==> src/rtl/sound_pkg.sv <==
// Shared constants for the sound channel 1 square-wave path.
package sound_pkg;

  // Duty waveforms; bit n is the sample output at sequencer step n.
  localparam logic [7:0] DUTY_PATTERN [4] = '{
    8'b0000_0001,
    8'b1000_0001,
    8'b1000_0111,
    8'b0111_1110
  };

  localparam int unsigned LENGTH_MAX  = 64;
  localparam logic [10:0] PERIOD_WRAP = 11'h7FF;

  // Length counter start value for a 6-bit register load.
  function automatic logic [6:0] length_load(input logic [5:0] val);
    return 7'(LENGTH_MAX) - {1'b0, val};
  endfunction

endpackage

==> src/rtl/length_counter.sv <==
// 64-step length counter: counts down on enabled length ticks and pulses
// expire_o on the tick that reaches zero.
module length_counter
  import sound_pkg::*;
(
  input  logic       clock,
  input  logic       reset,
  input  logic       trigger_i,
  input  logic       length_tick_i,
  input  logic       length_en_i,
  input  logic [5:0] load_i,
  output logic       expire_o
);

  logic [6:0] cnt_q, cnt_d;
  logic [5:0] cmp_q;
  logic       dec_en;

  assign dec_en = length_tick_i & length_en_i & (cnt_q != '0);

  // Next count: trigger, then expiry, then register reload, then decrement.
  always_comb begin
    cnt_d    = cnt_q;
    expire_o = 1'b0;
    if (trigger_i) begin
      cnt_d = length_load(load_i);
    end else if (dec_en && (cnt_q == 7'd1)) begin
      cnt_d    = '0;
      expire_o = 1'b1;
    end else if (load_i != cmp_q) begin
      cnt_d = length_load(load_i);
    end else if (dec_en) begin
      cnt_d = cnt_q - 7'd1;
    end
  end

  // Count and register-compare state.
  always_ff @(posedge clock or posedge reset) begin
    if (reset) begin
      cnt_q <= '0;
      cmp_q <= '0;
    end else begin
      cnt_q <= cnt_d;
      cmp_q <= load_i;
    end
  end

endmodule

==> src/rtl/square_wave_generator.sv <==
// Sound channel 1 tone generator: trigger detect, frequency timer,
// 8-step duty sequencer and channel-active flag.
module square_wave_generator
  import sound_pkg::*;
(
  input  logic       clock,
  input  logic       reset,
  input  logic       step_tick,
  input  logic       length_tick,
  input  logic [7:0] NR11,
  input  logic [7:0] NR14,
  input  logic [7:0] internal_NR13_reg,
  input  logic [7:0] internal_NR14_reg,
  input  logic       enable_square_wave,
  output logic       wave_out,
  output logic       channel_on
);

  logic [10:0] freq;
  logic [10:0] period_cnt_q, period_cnt_d;
  logic [2:0]  duty_pos_q, duty_pos_d;
  logic        channel_on_q, channel_on_d;
  logic        nr14_trig_q;
  logic        trig_armed_q;
  logic        trigger;
  logic        len_expire;
  logic        unused_bits;

  assign freq        = {internal_NR14_reg[2:0], internal_NR13_reg};
  assign unused_bits = ^{internal_NR14_reg[7:3], NR14[5:0]};

  // The armed flag keeps a trigger bit held high across reset release from
  // firing: the edge register samples it on the first edge before any trigger.
  assign trigger = trig_armed_q & NR14[7] & ~nr14_trig_q;

  length_counter u_len (
    .clock         (clock),
    .reset         (reset),
    .trigger_i     (trigger),
    .length_tick_i (length_tick),
    .length_en_i   (NR14[6]),
    .load_i        (NR11[5:0]),
    .expire_o      (len_expire)
  );

  // Next state for timer, sequencer and channel flag; trigger drops ticks.
  always_comb begin
    channel_on_d = channel_on_q;
    period_cnt_d = period_cnt_q;
    duty_pos_d   = duty_pos_q;
    if (trigger) begin
      channel_on_d = 1'b1;
      period_cnt_d = freq;
      duty_pos_d   = '0;
    end else begin
      if (!enable_square_wave || len_expire) begin
        channel_on_d = 1'b0;
      end
      if (step_tick) begin
        if (period_cnt_q == PERIOD_WRAP) begin
          period_cnt_d = freq;
          duty_pos_d   = duty_pos_q + 3'd1;
        end else begin
          period_cnt_d = period_cnt_q + 11'd1;
        end
      end
    end
  end

  // State registers.
  always_ff @(posedge clock or posedge reset) begin
    if (reset) begin
      channel_on_q <= 1'b0;
      period_cnt_q <= '0;
      duty_pos_q   <= '0;
      nr14_trig_q  <= 1'b0;
      trig_armed_q <= 1'b0;
    end else begin
      channel_on_q <= channel_on_d;
      period_cnt_q <= period_cnt_d;
      duty_pos_q   <= duty_pos_d;
      nr14_trig_q  <= NR14[7];
      trig_armed_q <= 1'b1;
    end
  end

  assign channel_on = channel_on_q;
  assign wave_out   = channel_on_q & DUTY_PATTERN[NR11[7:6]][duty_pos_q];

endmodule

==> config.mk <==
export PLATFORM = sky130hd
export DESIGN_NAME = square_wave_generator
export DESIGN_NICKNAME = d
export VERILOG_FILES = /design/src/rtl/sound_pkg.sv /design/src/rtl/length_counter.sv /design/src/rtl/square_wave_generator.sv
export SDC_FILE = /design/constraint.sdc
export NUM_CORES = 1
export LEC_CHECK = 0
export CAP_MARGIN = 30
export CORE_AREA = 2 2 46 91
export DETAILED_ROUTE_END_ITERATION = 16
export DIE_AREA = 0 0 48 93
export GPL_ROUTABILITY_DRIVEN = 0
export PLACE_DENSITY = 0.78
export SLEW_MARGIN = 20
export SYNTH_ARGS = -nofsm -noshare
export SYNTH_HDL_FRONTEND = slang
export SYNTH_SLANG_ARGS = --single-unit
==> constraint.sdc <==
create_clock -name clock -period 2.1 [get_ports clock]
set_input_delay 0.315 -clock clock [delete_from_list [all_inputs] [get_ports clock]]
set_output_delay 0.315 -clock clock [all_outputs]
set_load 0.05 [all_outputs]
==> results of run 1 <==
final cells by class:
class / instances / share of cell area (%)
flip-flops and latches: 30 / 31.3
inverters: 9 / 1.41
well taps: 51 / 2.66
repair buffers: 46 / 17.4
multi-input cells: 148 / 43.8
clock buffers: 6 / 3.45
repair_timing:
item / CTS / global route
resized for setup: 0 / 7
hold endpoints to repair: 0 / 0
endpoints found under the setup margin: 0 / 6
worst min path at each step:
stage                      end  cells after the start
2_1_floorplan      nr14_trig_q                      0
3_3_place_gp   period_cnt_q[1]                      2
3_5_place_dp   period_cnt_q[7]                      2
4_1_cts         u_len.cmp_q[1]                      3
5_1_grt        period_cnt_q[3]                      3
6_report       period_cnt_q[3]                      3
layer usage:
| layer | wire [um] | global-route usage, % | share of wire, % |
|---|---|---|---|
| met1 | 1420 | 19.7 | 34 |
| met2 | 2490 | 40.2 | 60 |
| met3 | 130 | 5.02 | 3.1 |
| met4 | 121 | 11.0 | 2.9 |
| met5 | 0 | 0 | 0 |
registers in the layout, summed over array words and instances (netlist names):
signal / flops
u_len.cnt_q: 7
u_len.cmp_q: 6
period_cnt_q: 11
trig_armed_q: 1
channel_on: 1
nr14_trig_q: 1
duty_pos_q: 3
placed cells by master (no fill, tap or decap), drive strengths merged, types with 3 or more instances in the layout:
master,instances
a21oi,13
a22o,5
a41oi,4
and2,3
buf,20
clkbuf,6
clkdlybuf4s50,25
dfrtp,30
ha,8
inv,9
mux2i,5
nand2,19
nand3,11
nand4,6
nor2,11
nor3,5
o21ai,12
or3,3
xnor2,8
xor2,6
logic make-up (layout without fill, tap and decap cells):
kind of cell             after synthesis  after routing  synth area share (%)
AND/OR/NAND/NOR                       72             72                  22.1
flip-flops                            30             30                  40.7
multiplexers                           7              7                  3.93
other                                  1              1                 0.203
buffers and inverters                 14             61                  3.32
adder cells (fa/ha/maj)                8              8                  5.42
AO/OA/AOI/OAI                         46             46                  17.7
XOR/XNOR                              14             14                  6.64
metrics by stage:
stage	setup TNS [ps]	util [%]
detailed placement	-54.1	60.3
global placement	0	60.3
floorplan	0	-
global route	0	63.0
CTS	0	62.4
finish	0	63.0
power breakdown:
group | switching, W | internal, W | leakage, nW | total, W
Combinational | 0.000188 | 0.000201 | 0.598 | 0.000388
Sequential | 0.0000943 | 0.000670 | 0.359 | 0.000764
Clock | 0.000195 | 0.000252 | 0.0431 | 0.000447
Total | 0.000477 | 0.00112 | 1.00 | 0.00160
worst register-to-register path, stage by stage (launching register included):
cell	delay (ps)
dfrtp_1	400
inv_1	110
ha_1	270
nor3b_2	200
nand3_1	180
nor2_4	220
o21ai_0	120
a32o_1	260
==> reports/metrics.cfg, run 1 <==
[outcome]
outcome = complete, no violations

[clock_tree]
cts_root_buffer = clkbuf_8
cts.sinks = 30
path_clk_slew_ps = 60
cts_tree = done
clockBufferDepth = 2
hold_buffers = 0
insertion_delay_ps = 280
htreeDepth = 2
post-cts-setup-buffers = 0
cts_buffers = 5

[pwr]
leakage_nw = 1.00
ir_worst_vdd_mv = 0.481
power_w = 0.00160
powerDensity_nw_per_um2 = 668

[worst_setup_path]
arrival_ps = 1710
worst_ep_required_time_ps = 1780
reg2reg_depth = 7
r2r-end = u_len.cnt_q[4]
cp_num_buf_inv = 2
endpoint_kind = output pin
path_depth = 7
timing.rr.start = u_len.cnt_q[0]
regToRegSetupSlack_ps = 230
cpPeakStageDelay_ps = 450
critPathLaunch = NR11[6]
crit_type = input port to output pin
crit_fanout = 2
setup.worst_path.end = wave_out
cp-start-kind = input port
cpLargestDelayFamily = buffers and inverters
cpMaxStageDelayCell = clkdlybuf4s50_1
worstPathCellList = clkdlybuf4s50_1 -> ha_2 -> mux2_2 -> nand2_1 -> o21ai_1 -> o211a_1 -> buf_6

[synthesis]
avgSynthCellArea_sq_um = 9.61
synth_cell_types = 44
syn_nets = 237
synth_flop_cell = dfrtp_1
synth_area_leaders = dfrtp_1 (41%), ha_1 (5.4%), nand2_1 (3.9%)
yosys_warnings = 0
synth_most_common_cell = dfrtp_1
synth_top_cell_area_share_pct = 40.7
synth_edf_count = 0
synth_seq_cells = 30
synth_area_sq_um = 1850
seq_area_frac_synth_pct = 40.7
synthCells = 192
yosysTopAreaCell = dfrtp_1
synth_common_cells = dfrtp_1 (30), nand2_1 (19), a21oi_1 (13), o21ai_0 (12), nand3_1 (11)
async_flop_share_pct = 100

[grt]
grt_pass1_vias = 1717
gr-usage-all-layers_pct = 21.8
antenna_found_initial = 0
grt_max_degree = 31
grt_pass1_wl_mm = 6.97
grt_overflow = 0

[drt]
via_per_inst = 5.61
firstDrtPassIters = 4
drt_iter0_drc = 21
ant_nets = 0
remaining_drc_errors = 0
wl_mm = 4.16
vias = 1627
drt-wirelength-per-cell_um = 14.3

[sta]
period_minus_slack_ps = 2020
final_max_slew_viol_count = 0
slew_headroom_pct = 66.7
layout_setup_ws_ps = 80.0
setup_viol = 0
fin_worst_skew_ps = 8.43
fin_crit_sh_pct = 96.2
finalHoldWorstSlack_ps = 411
hold_viol = 0
worst_pin_slew_ps = 498
max_freq_mhz = 495
rsz0062_at_grt = false

[die]
pin_count = 39
rows = 32
die_w_um = 48
start_util_pct = 48.5
dieArea_sq_um = 4460
core_area_sq_um = 3800
dieHeight_um = 93

[final_layout]
final_cells = 290
drive_above_1_share_pct = 15.1
finalInstanceArea_sq_um = 2400
antenna_cells = 0
nFillCells = 343
multi_input_area_sq_um = 1050
final_nets = 285
final-seq-area_sq_um = 751
syn_to_final_growth_pct = 29.8

[placed_design]
dpl_cell_area_sq_um = 2290
placed_cells = 284
dp_hpwl_mm = 3.22
io_buffers = 27
dp_slack_ps = -21.2

[worst_hold_path]
hold_path.class = input port to asynchronous set/reset pin

[run]
maxCapViolations = 0

No activity file was read; power rests on OpenSTA's default activity.
==> run 2: changes to the inputs <==
--- a/config.mk
+++ b/config.mk
@@ -7,10 +7,12 @@
 export LEC_CHECK = 0
 export CAP_MARGIN = 30
 export CORE_AREA = 2 2 46 91
+export CTS_CLUSTER_DIAMETER = 120
 export DETAILED_ROUTE_END_ITERATION = 16
 export DIE_AREA = 0 0 48 93
 export GPL_ROUTABILITY_DRIVEN = 0
 export PLACE_DENSITY = 0.78
+export SKIP_LAST_GASP = 1
 export SLEW_MARGIN = 20
 export SYNTH_ARGS = -nofsm -noshare
 export SYNTH_HDL_FRONTEND = slang
==> reports/metrics.cfg, run 2 (synthesis gave the netlist of run 1 again) <==
[pwr]
leakage_nw = 0.997  ; was 1.00 nW
power_w = 0.00160  ; about the same
powerDensity_nw_per_um2 = 668  ; about the same
ir_worst_vdd_mv = 0.481  ; about the same

[sta]
setup_viol = 0  ; unchanged
finalHoldWorstSlack_ps = 412  ; was 411 ps
rsz0062_at_grt = true  ; was false
slew_headroom_pct = 66.8  ; was 66.7%
fin_crit_sh_pct = 96.2  ; about the same
hold_viol = 0  ; unchanged
final_max_slew_viol_count = 0  ; unchanged
worst_pin_slew_ps = 496  ; was 498 ps
fin_worst_skew_ps = 8.06  ; was 8.43 ps
period_minus_slack_ps = 2020  ; about the same
max_freq_mhz = 495  ; unchanged

[grt]
antenna_found_initial = 0  ; unchanged
grt_max_degree = 31  ; unchanged
grt_overflow = 0  ; unchanged
grt_pass1_vias = 1717  ; unchanged
grt_pass1_wl_mm = 6.97  ; unchanged
gr-usage-all-layers_pct = 21.8  ; unchanged

[drt]
met1_length_mm = 1.41  ; was 1.42 mm
drt-wirelength-per-cell_um = 14.2  ; was 14.3 um
wl_mm = 4.13  ; was 4.16 mm
dr_wl_met2_mm = 2.46  ; was 2.49 mm
firstDrtPassIters = 4  ; unchanged
vias = 1619  ; was 1,627
remaining_drc_errors = 0  ; unchanged
ant_nets = 0  ; unchanged
maxUsedRoutingLayer = met4  ; unchanged
via_per_inst = 5.58  ; was 5.61
drt_iter0_drc = 25  ; was 21
wl_met3_um = 128  ; was 130 um

[die]
dieHeight_um = 93  ; unchanged
dieArea_sq_um = 4460  ; unchanged
rows = 32  ; unchanged
core_area_sq_um = 3800  ; unchanged
pin_count = 39  ; unchanged
start_util_pct = 48.5  ; unchanged
die_w_um = 48  ; unchanged

[final_layout]
finalInstanceArea_sq_um = 2390  ; was 2400 sq um
nFillCells = 342  ; was 343
finalCoreUtilization_pct = 62.9  ; was 63.0%
antenna_cells = 0  ; unchanged
multi_input_area_sq_um = 1040  ; was 1050 sq um
largest_reg_flops = 11  ; unchanged
regMostFlops = period_cnt_q  ; unchanged
most-common-layout-cells = dfrtp_1 (30), clkdlybuf4s50_1 (25), nand2_1 (19), buf_4 (19), a21oi_1 (13)  ; unchanged
syn_to_final_growth_pct = 29.6  ; was 29.8%
final-seq-area_sq_um = 751  ; unchanged
drive_above_1_share_pct = 14.6  ; was 15.1%
final_common_cell = dfrtp_1  ; unchanged
final_nets = 285  ; unchanged
top_regs = period_cnt_q x11, u_len.cnt_q x7, u_len.cmp_q x6  ; unchanged

[worst_setup_path]
endpoint_kind = output pin  ; unchanged
worst_ep_required_time_ps = 1780  ; about the same
regToRegSetupSlack_ps = 160  ; was 230 ps
crit_type = input port to output pin  ; unchanged
cp-start-kind = input port  ; unchanged
crit_fanout = 2  ; unchanged
arrival_ps = 1710  ; about the same

[clock_tree]
post-cts-setup-buffers = 0  ; unchanged
cts_root_buffer = clkbuf_8  ; unchanged
cts_resized = 0  ; unchanged
insertion_delay_ps = 280  ; about the same
cts_buffers = 5  ; unchanged
hold_buffers = 0  ; unchanged
path_clk_slew_ps = 60  ; about the same
cts.sinks = 30  ; unchanged
cts_tree = done  ; unchanged
clockBufferDepth = 2  ; unchanged
htreeDepth = 2  ; unchanged

[placed_design]
dp_hpwl_mm = 3.22  ; unchanged
dpl_cell_area_sq_um = 2290  ; unchanged
io_buffers = 27  ; unchanged

[outcome]
outcome = complete, no violations  ; unchanged

[worst_hold_path]
hold_path.class = input port to asynchronous set/reset pin  ; unchanged

[run]
maxCapViolations = 0  ; unchanged

[run 2: cell counts in the layout (fill, tap and decap cells not counted)]
Identical to the previous run, type by type.
[run 2: where the power goes]
part | leakage [nW] | switching [W] | internal, W
logic | 0.595 | 0.000187 | 0.000200
registers | 0.359 | 0.0000949 | 0.000670
clock network | 0.0431 | 0.000195 | 0.000252
total | 0.997 | 0.000477 | 0.00112
[run 2: metal layers]
metal,vias to the layer above,GRT usage [%]
met1,784,19.7
met4,0,11.0
met5,-,0
met3,10,5.02
met2,30,40.2
li1,795,-
[run 2: worst paths after layout]
path / start / depth (start not counted) / endpoint
setup / recovery: NR11[6] / 7 / wave_out
hold / removal: reset / 3 / period_cnt_q[3]
setup reg to reg: u_len.cnt_q[0] / 7 / u_len.cnt_q[4]
hold reg to reg: period_cnt_q[1] / 2 / period_cnt_q[1]
max in group asynchronous: reset / 3 / channel_on
min in group clock: period_cnt_q[1] / 2 / period_cnt_q[1]
[run 2: worst max-delay path, cell delays in order]
cell and delay, ps:
clkdlybuf4s50_1 450, ha_2 210, mux2_2 250, nand2_1 60, o21ai_1 60, o211a_1 210, buf_6 150
[run 2: area by class of cell]
cell class / instances / area share [%]
multi-input combinational: 148 / 43.6
sequential: 30 / 31.4
timing repair buffer: 46 / 17.4
clock buffer: 6 / 3.45
tap: 51 / 2.67
inverter: 9 / 1.41
[run 2: stage by stage]
stage	worst slack (ps)	TNS [ps]	instances
floorplan	262	0	192
global placement	27.3	0	284
detailed placement	-21.2	-54.1	284
CTS	13.8	0	290
global route	-18.2	-18.2	290
finish	80.0	0	290
